<file path="config.mk">
export PLATFORM = sky130hd
export DESIGN_NAME = alu_scheduler
export DESIGN_NICKNAME = d
export VERILOG_FILES = /design/src/rtl/alu_pkg.sv /design/src/rtl/alu_scheduler_rr_arb2.sv /design/src/rtl/alu_scheduler.sv
export SDC_FILE = /design/constraint.sdc
export NUM_CORES = 1
export LEC_CHECK = 0
export ABC_AREA = 0
export BUFFER_PORTS_ARGS = -buffer_cell sky130_fd_sc_hd__clkbuf_2
export CAP_MARGIN = 15
export CORE_ASPECT_RATIO = 1.4
export CORE_MARGIN = 5
export CORE_UTILIZATION = 40
export DETAILED_ROUTE_END_ITERATION = 7
export PLACE_DENSITY = 0.71
export SKIP_CTS_REPAIR_TIMING = 1
export SYNTH_ARGS = -nofsm -noshare
export SYNTH_HDL_FRONTEND = slang
export SYNTH_SLANG_ARGS = --single-unit
</file>
<file path="constraint.sdc">
create_clock -name clk -period 1.9 [get_ports clk]
set_input_delay 0 -clock clk [delete_from_list [all_inputs] [get_ports clk]]
set_output_delay 0 -clock clk [all_outputs]
set_load 0.02 [all_outputs]
</file>
<file path="src/rtl/alu_pkg.sv">
// Shared definitions for the ALU scheduler: width defaults, opcode names,
// FSM state type and the legal-opcode helper used by the optional check.
package alu_pkg;

    localparam int DATA_W_DEF = 16;
    localparam int CODE_W_DEF = 5;

    // Arithmetic group
    localparam logic [4:0] OP_ADD   = 5'b00000;
    localparam logic [4:0] OP_ADDU  = 5'b00001;
    localparam logic [4:0] OP_SUB   = 5'b00010;
    localparam logic [4:0] OP_SUBU  = 5'b00011;
    localparam logic [4:0] OP_NEG   = 5'b00100;
    localparam logic [4:0] OP_CMP   = 5'b00101;
    // Logic group
    localparam logic [4:0] OP_AND   = 5'b01000;
    localparam logic [4:0] OP_OR    = 5'b01001;
    localparam logic [4:0] OP_XOR   = 5'b01010;
    localparam logic [4:0] OP_NOT   = 5'b01100;
    // Shift group
    localparam logic [4:0] OP_SHL   = 5'b10000;
    localparam logic [4:0] OP_SHR   = 5'b10001;
    localparam logic [4:0] OP_SAR   = 5'b10010;
    localparam logic [4:0] OP_ROL   = 5'b10011;
    // Multiply / compare group
    localparam logic [4:0] OP_MUL   = 5'b11000;
    localparam logic [4:0] OP_MULH  = 5'b11001;
    localparam logic [4:0] OP_DIV   = 5'b11010;
    localparam logic [4:0] OP_REM   = 5'b11011;
    localparam logic [4:0] OP_CMPEQ = 5'b11100;
    localparam logic [4:0] OP_CMPNE = 5'b11101;

    typedef enum logic [1:0] {
        ST_IDLE = 2'd0,
        ST_EXEC = 2'd1,
        ST_RESP = 2'd2
    } state_t;

    // True when the opcode belongs to one of the implemented groups.
    // Wider opcode fields are legal only with their upper bits clear.
    function automatic logic op_legal(input logic [31:0] c);
        logic lo;
        lo = (c[4:0] <= 5'd5) ||
             (c[4:0] >= 5'd8  && c[4:0] <= 5'd10) ||
             (c[4:0] == 5'd12) ||
             (c[4:0] >= 5'd16 && c[4:0] <= 5'd19) ||
             (c[4:0] >= 5'd24 && c[4:0] <= 5'd29);
        return lo && (c[31:5] == '0);
    endfunction

endpackage

</file>
<file path="src/rtl/alu_scheduler_rr_arb2.sv">
// Two-way round-robin arbiter. A lone request always wins; on contention the
// pointed-to requester wins. After any grant the pointer moves to the other one.
module rr_arb2 (
    input  logic       clk,
    input  logic       rst,
    input  logic [1:0] req,
    input  logic       advance,
    output logic [1:0] gnt
);

    logic ptr;

    // Pointer update: point away from whoever was just granted
    always_ff @(posedge clk or posedge rst) begin
        if (rst)          ptr <= 1'b0;
        else if (advance) ptr <= gnt[0];
    end

    // One-hot grant selection
    always_comb begin
        gnt = 2'b00;
        if (req[0] && (!req[1] || !ptr)) gnt = 2'b01;
        else if (req[1])                 gnt = 2'b10;
    end

endmodule

</file>
<file path="src/rtl/alu_scheduler.sv">
// Two-requester scheduler for one shared combinational ALU.
// Flow: IDLE (grant + register operands) -> EXEC (capture result) -> RESP
// (hold response until rsp_ready). Define ALU_SCHED_OPCHECK_EN to reject
// unimplemented opcodes with rsp_err instead of forwarding them.
module alu_scheduler
    import alu_pkg::*;
#(
    parameter int DATA_W = DATA_W_DEF,
    parameter int CODE_W = CODE_W_DEF
) (
    input  logic              clk,
    input  logic              rst,
    input  logic              req0_valid,
    input  logic              req1_valid,
    input  logic [CODE_W-1:0] req0_code,
    input  logic [CODE_W-1:0] req1_code,
    input  logic [DATA_W-1:0] req0_a,
    input  logic [DATA_W-1:0] req0_b,
    input  logic [DATA_W-1:0] req1_a,
    input  logic [DATA_W-1:0] req1_b,
    output logic              req0_ready,
    output logic              req1_ready,
    output logic [DATA_W-1:0] alu_a,
    output logic [DATA_W-1:0] alu_b,
    output logic [CODE_W-1:0] alu_code,
    input  logic [DATA_W-1:0] alu_c,
    input  logic              alu_overflow,
    output logic              rsp_valid,
    input  logic              rsp_ready,
    output logic              rsp_tag,
    output logic [DATA_W-1:0] rsp_c,
    output logic              rsp_overflow,
    output logic              busy
`ifdef ALU_SCHED_OPCHECK_EN
    ,
    output logic              rsp_err
`endif
);

    state_t            state, state_nx;
    logic [1:0]        gnt;
    logic              take;
    logic              sel;
    logic [DATA_W-1:0] sel_a, sel_b;
    logic [CODE_W-1:0] sel_code;
    logic              code_ok;

    rr_arb2 u_arb (
        .clk     (clk),
        .rst     (rst),
        .req     ({req1_valid, req0_valid}),
        .advance (take),
        .gnt     (gnt)
    );

    assign sel      = gnt[1];
    assign sel_a    = sel ? req1_a    : req0_a;
    assign sel_b    = sel ? req1_b    : req0_b;
    assign sel_code = sel ? req1_code : req0_code;

`ifdef ALU_SCHED_OPCHECK_EN
    logic err_pend;
    assign code_ok = op_legal(32'(sel_code));
`else
    assign code_ok = 1'b1;
`endif

    // State register
    always_ff @(posedge clk or posedge rst) begin
        if (rst) state <= ST_IDLE;
        else     state <= state_nx;
    end

    // Next state and grant acceptance
    always_comb begin
        state_nx = state;
        take     = 1'b0;
        case (state)
            ST_IDLE: if (|gnt) begin
                take     = 1'b1;
                state_nx = ST_EXEC;
            end
            ST_EXEC: state_nx = ST_RESP;
            ST_RESP: if (rsp_ready) state_nx = ST_IDLE;
            default: state_nx = ST_IDLE;
        endcase
    end

    assign req0_ready = take & gnt[0];
    assign req1_ready = take & gnt[1];
    assign rsp_valid  = (state == ST_RESP);
    assign busy       = (state != ST_IDLE);

    // Issue: latch granted operands toward the ALU; opcode only if accepted
    always_ff @(posedge clk or posedge rst) begin
        if (rst) begin
            alu_a    <= '0;
            alu_b    <= '0;
            alu_code <= '0;
            rsp_tag  <= 1'b0;
        end else if (take) begin
            alu_a   <= sel_a;
            alu_b   <= sel_b;
            rsp_tag <= sel;
            if (code_ok) alu_code <= sel_code;
        end
    end

    // Result capture in EXEC; rejected opcodes report a zero result
    always_ff @(posedge clk or posedge rst) begin
        if (rst) begin
            rsp_c        <= '0;
            rsp_overflow <= 1'b0;
        end else if (state == ST_EXEC) begin
            rsp_c        <= alu_c;
            rsp_overflow <= alu_overflow;
`ifdef ALU_SCHED_OPCHECK_EN
            if (err_pend) begin
                rsp_c        <= '0;
                rsp_overflow <= 1'b0;
            end
`endif
        end
    end

`ifdef ALU_SCHED_OPCHECK_EN
    // Error tracking: flagged at grant, shown with the response, cleared on handshake
    always_ff @(posedge clk or posedge rst) begin
        if (rst) begin
            err_pend <= 1'b0;
            rsp_err  <= 1'b0;
        end else begin
            if (take) err_pend <= !code_ok;
            if (state == ST_EXEC) rsp_err <= err_pend;
            else if (state == ST_RESP && rsp_ready) rsp_err <= 1'b0;
        end
    end
`endif

endmodule

</file>
Yosys cells after proc, flatten, opt, wreduce, memory -nomap -nowiden
Cells that the tools add are included.
{"block": "classes", "n_addsub": 0, "mul": 0, "n_div": 0, "order_cmp": 0, "n_eq_ne": 4, "n_shift": 0, "muxes": 10, "bitwise": 2, "n_reduce_logical": 8}
{"cell": "$mux 16", "n": 2}
{"cell": "$mux 2", "n": 4}
{"cell": "$pmux 2 s3", "n": 1}
{"cell": "$mux 5", "n": 1}
{"cell": "$and 1x1->1", "n": 2}
{"cell": "$eq 2x1->1 const B", "n": 1}
{"cell": "$eq 2x2->1 const B", "n": 1}
{"cell": "$logic_not 1->1", "n": 2}
{"cell": "$logic_not 2->1", "n": 1}
{"cell": "$mux 1", "n": 2}
{"cell": "$ne 2x1->1 const B", "n": 1}
{"cell": "$ne 2x2->1 const B", "n": 1}
{"cell": "$reduce_and 2->1", "n": 1}
{"cell": "$reduce_bool 2->1", "n": 1}
{"cell": "$reduce_or 2->1", "n": 1}
{"cell": "$logic_and 1x1->1", "n": 1}
{"cell": "$logic_or 1x1->1", "n": 1}
{"block": "totals", "ff_bits": 58, "latch_bits": 0, "ram_bits": 0, "rom_bits": 0, "output_inout_bits": 59, "elab_cells": 32, "n_memories": 0}

Longest topological paths before layout
{"block": "depth", "word_depth": 8, "ltp_mapped": 6}

Hierarchy
From an unflattened synthesis, not the netlist that was laid out.
{"block": "unflattened", "cells_unflattened": 177, "area_unflattened_um2": 2788.9}
{"mod": "alu_scheduler", "instances": 1, "cells_per_inst": 171, "area_per_inst_um2": 2722.6, "seq_area_each_um2": 1426.4}
{"mod": "rr_arb2", "instances": 1, "cells_per_inst": 6, "area_per_inst_um2": 66.3, "seq_area_each_um2": 25.0}

Least setup slack after synthesis
Ideal clock, no wire load.
{"block": "synth_timing", "kind": "flip-flop to flip-flop", "from": "register u_arb.ptr", "to": "register alu_a[0]", "setup_ps": 127, "t_arrival_ps": 1138, "path_slack_ps": 635, "stages_incl_launch_ff": 6, "synth_period_minus_slack_ps": 1265, "path_cell_list": "dfrtp_1 -> nand2b_1 -> buf_6 -> buf_8 -> a311oi_2 -> a2bb2oi_2"}
{"block": "synth_via", "elab_chain_cells": 7, "word_cells_on_any_way": 8}
{"element": "from (decl)", "line": "alu_scheduler_rr_arb2.sv:11", "text": "logic ptr;"}
{"element": "from (signal assigned)", "line": "alu_scheduler_rr_arb2.sv:16", "text": "else if (advance) ptr <= gnt[0];"}
{"element": "$logic_not 1->1 *", "line": "alu_scheduler_rr_arb2.sv:22", "text": "if (req[0] && (!req[1] || !ptr)) gnt = 2'b01;"}
{"element": "$logic_or 1x1->1 *", "line": "alu_scheduler_rr_arb2.sv:22"}
{"element": "$logic_and 1x1->1 *", "line": "alu_scheduler_rr_arb2.sv:22"}
{"element": "$mux 2 *", "line": "alu_scheduler_rr_arb2.sv:22"}
{"element": "$reduce_or 2->1", "line": "alu_scheduler.sv:79", "text": "ST_IDLE: if (|gnt) begin"}
{"element": "$mux 1", "line": "alu_scheduler.sv:79"}
{"element": "$mux 1", "line": "alu_scheduler.sv:78", "text": "case (state)"}
{"element": "to (signal assigned)", "line": "alu_scheduler.sv:102", "text": "alu_a <= sel_a;"}
{"element": "to (decl)", "line": "alu_scheduler.sv:23", "text": "output logic [DATA_W-1:0] alu_a,"}
Every way passes the cells marked *; elsewhere a longest branch is shown, timed or not.
A chain may end at the register's enable or synchronous reset.

Final worst setup path
{"block": "layout_timing", "from": "register state[0]", "to": "output req1_ready"}
{"block": "layout_via", "elab_chain_cells": 3}
{"element": "from (decl)", "line": "alu_scheduler.sv:40", "text": "state_t state, state_nx;"}
{"element": "from (signal assigned)", "line": "alu_scheduler.sv:71", "text": "else state <= state_nx;"}
{"element": "$logic_not 2->1", "line": "alu_scheduler.sv:78"}
{"element": "$mux 1", "line": "alu_scheduler.sv:78"}
{"element": "$and 1x1->1", "line": "alu_scheduler.sv:90", "text": "assign req1_ready = take & gnt[1];"}
{"element": "to (decl)", "line": "alu_scheduler.sv:22", "text": "output logic req1_ready,"}
No other way between the ends.

==> flow_metrics.env <==
export IMPL_outcome="complete, but fails checks"
export IMPL_violations_in_the_final_reports="hold timing"
export IMPL_max_slew_worst_pin_slew_ns=0.614
export IMPL_setup_viol=0
export IMPL_routed_via_count=2909
export IMPL_register_area_share_after_synthesis_pct=46.6
export IMPL_grt_overflow_total=0
export IMPL_synthCells=235
export IMPL_sum_of_internal_switching_and_leakage_power_mw=7.82
export IMPL_cp_data_arrival_time_ns=1.65
export IMPL_initial_standard_cell_utilization_of_the_core_pct=40.4
export IMPL_antennaDiodeCount=0
export IMPL_antenna_found_initial=0
export IMPL_timing_setup_critical_path_class="flop to primary output"
export IMPL_number_of_global_route_vias_before_repair=2809
export IMPL_timing_critical_path_to="req1_ready"
export IMPL_routabilityCongestion=0.833
export IMPL_ff2ff_path_depth=5
export IMPL_dr_first_iter_drc_count=159
export IMPL_die_height_um=114
export IMPL_clock_latency_ns=0.34
export IMPL_synth_seq_cells=58
export IMPL_count_of_unresolved_drc_violations_after_routing=0
export IMPL_cts_sink_count=58
export IMPL_buffer_ports_inserted=154
export IMPL_die_area_mm2=0.00968
export IMPL_critical_path_max_fanout=17
export IMPL_startpoint="state[0]"
export IMPL_slew_headroom_pct=59.0
export IMPL_worst_reg_to_reg_setup_slack_ns=0.38
export IMPL_chipWidth_um=84.6
export IMPL_cts_buffer_depth=2
export IMPL_n_fill_cell=640
export IMPL_drv_max_cap_violation_count=0
export IMPL_netlist_cell_type_count=24
export IMPL_cts_root_buf="sky130_fd_sc_hd__clkbuf_8"
export IMPL_worst_r2r_endpoint="alu_a[14]"
export IMPL_worst_r2r_startpoint="state[0]"
export IMPL_drive_gt1_share_pct=54.7
export IMPL_final_min_clock_period_ns=1.65
export IMPL_floorplan_io_pins=155
export IMPL_ys_warn_count=0
export IMPL_clk_transition_reported_paths_ns=0.07
export IMPL_viasPerCell=5.22
export IMPL_power_density_mw_per_mm2=1620
export IMPL_htreeDepth=3
export IMPL_syn_cell_area_mm2=0.00312
export IMPL_clock_skew_final_ns=0.0129
export IMPL_layout_nets=548
export IMPL_dominantRegCellSynth="sky130_fd_sc_hd__dfrtp_1"
export IMPL_globalRouteTotalUtil_pct=18.2
export IMPL_grt_setup_unrepaired="no"
export IMPL_synth_area_per_cell_um2=13.3
export IMPL_grt_start_max_net_pins=40
export IMPL_crit_path_end_kind="primary output"
export IMPL_hpwlAfterDp_um=6470
export IMPL_final_max_slew_violation_count=0
export IMPL_hold_path_class="input port to flop"
export IMPL_p_leak_nw=2.18
export IMPL_cts_buffers=9
export IMPL_finalHoldViolCount=3
export IMPL_std_cell_rows=38
export IMPL_synth_nets=331
export IMPL_hold_slack_ns=-0.0119
export IMPL_core_region_area_mm2=0.00770
export IMPL_grt_first_pass_wirelength_um=14100
export IMPL_area_growth_syn_to_layout_pct=55.3
export IMPL_maxClockFrequency_ghz=0.606
export IMPL_ys_async_sr_fraction_pct=100
export IMPL_vdd_ir_drop_worst_mv=0.906
export IMPL_crit_path_start_kind="flop"
export IMPL_route_antenna_remaining_nets=0
export IMPL_worst_endpoint_required_ns=1.90
export IMPL_tritoncts="done"
export IMPL_total_wirelength_of_the_detailed_routed_design_um=9960
export IMPL_fin_setup_tns_ns=0
export IMPL_wl_per_cell_um=17.9
export IMPL_synth_enable_flop_cells=0
export IMPL_share_of_the_clock_period_used_by_the_worst_path_after_layout_pct=86.9
export IMPL_drtPass1Iterations=4
[worst min path at each step]
stage               slack [ns]  cells past startpoint        from         to
floorplan                 0.11                      1   rsp_ready   state[1]
global placement          0.08                      2         rst  alu_a[14]
detailed placement        0.09                      2         rst  alu_a[12]
CTS                      -0.28                      2         rst  alu_b[15]
global route           0.00001                      3   req1_b[7]   alu_b[7]
finish                   -0.01                      3  req1_b[15]  alu_b[15]
[synthesized netlist by cell type (2+ instances only)]
library cell / instances / share of area (%)
sky130_fd_sc_hd__nor2_2: 2 / 0.40
sky130_fd_sc_hd__mux2_4: 9 / 4.3
sky130_fd_sc_hd__inv_2: 2 / 0.24
sky130_fd_sc_hd__nand2b_1: 4 / 0.80
sky130_fd_sc_hd__mux2_2: 8 / 2.9
sky130_fd_sc_hd__buf_2: 11 / 1.8
sky130_fd_sc_hd__buf_8: 2 / 0.96
sky130_fd_sc_hd__clkbuf_1: 3 / 0.36
sky130_fd_sc_hd__o21ai_1: 8 / 1.3
sky130_fd_sc_hd__a311oi_2: 22 / 11
sky130_fd_sc_hd__inv_1: 2 / 0.24
sky130_fd_sc_hd__o21ai_0: 33 / 5.3
sky130_fd_sc_hd__a2bb2oi_2: 20 / 9.6
sky130_fd_sc_hd__a311oi_1: 15 / 4.2
sky130_fd_sc_hd__dfrtp_1: 58 / 47
sky130_fd_sc_hd__a2bb2oi_1: 17 / 4.8
sky130_fd_sc_hd__buf_6: 11 / 4.0
sky130_fd_sc_hd__buf_4: 2 / 0.48
[critical path, cell delays in order (launching register included)]
cell	delay (ns)
sky130_fd_sc_hd__dfrtp_1	0.40
sky130_fd_sc_hd__nor2_2	0.14
sky130_fd_sc_hd__inv_2	0.18
sky130_fd_sc_hd__buf_4	0.26
sky130_fd_sc_hd__nor3_2	0.13
sky130_fd_sc_hd__clkbuf_2	0.22
[state kept, by name (all words and copies together) (netlist names)]
| signal | count |
|---|---|
| alu_a | 16 |
| alu_b | 16 |
| alu_code | 5 |
| rsp_c | 16 |
| rsp_overflow | 1 |
| rsp_tag | 1 |
| state | 2 |
| u_arb.ptr | 1 |
[power by group]
part | total, mW | internal [mW] | switching [mW] | leakage [nW]
Sequential | 2.29 | 1.87 | 0.420 | 0.661
Clock | 1.35 | 0.844 | 0.503 | 0.119
Combinational | 4.18 | 1.95 | 2.23 | 1.40
[placed cells by master (no fill, tap or decap), drive strengths merged]
| cell type | instances |
|---|---|
| clkinv | 1 |
| clkinvlp | 1 |
| nand2b | 4 |
| o21ai | 41 |
| nor3 | 1 |
| buf | 13 |
| nand2 | 1 |
| clkbuf | 166 |
| dfrtp | 58 |
| nor2 | 3 |
| mux2 | 17 |
| inv | 4 |
| a311oi | 37 |
| bufinv | 2 |
| and2b | 1 |
| dlygate4sd3 | 69 |
| a2bb2oi | 37 |
| a21oi | 1 |
[metrics by stage]
stage / std cells / util, % / setup slack (ns) / cell area, um^2 / hold WS (ns)
after floorplan: 235 / - / 0.472 / 3120 / 0.108
after global placement: 472 / 50.7 / 0.460 / 3910 / 0.0825
after detailed placement: 472 / 50.7 / 0.379 / 3910 / 0.0887
after CTS: 488 / 53.8 / 0.216 / 4150 / -0.277
after global routing: 557 / 62.8 / 0.140 / 4840 / 0.0000129
final: 557 / 62.8 / 0.249 / 4840 / -0.0119
[kinds of logic after synthesis]
| family | count (synthesis) | synth area share (%) |
|---|---|---|
| AOI/OAI and AO/OA | 116 | 36.0 |
| and+or+nand+nor | 10 | 2.01 |
| muxes | 17 | 7.23 |
| DFF | 58 | 46.6 |
| buffers and inverters | 34 | 8.19 |
[cell type report]
cell class / count / area, um^2 / area share, %
timing repair buffer: 236 / 1580 / 32.7
sequential: 58 / 1450 / 30.0
multi-input combinational: 143 / 1420 / 29.4
clock buffer: 12 / 165 / 3.41
tap: 100 / 125 / 2.59
clock inverter: 4 / 72.6 / 1.50
inverter: 4 / 15.0 / 0.310
[routing by layer]
metal | part of all wire [%] | GRT usage, % | up-vias
li1 | - | - | 1360
met1 | 37 | 21.2 | 1393
met2 | 53 | 31.5 | 128
met3 | 7.4 | 6.91 | 28
met4 | 2.6 | 4.96 | 0
met5 | 0 | 0 | -
(Power assumes the default switching activity.)
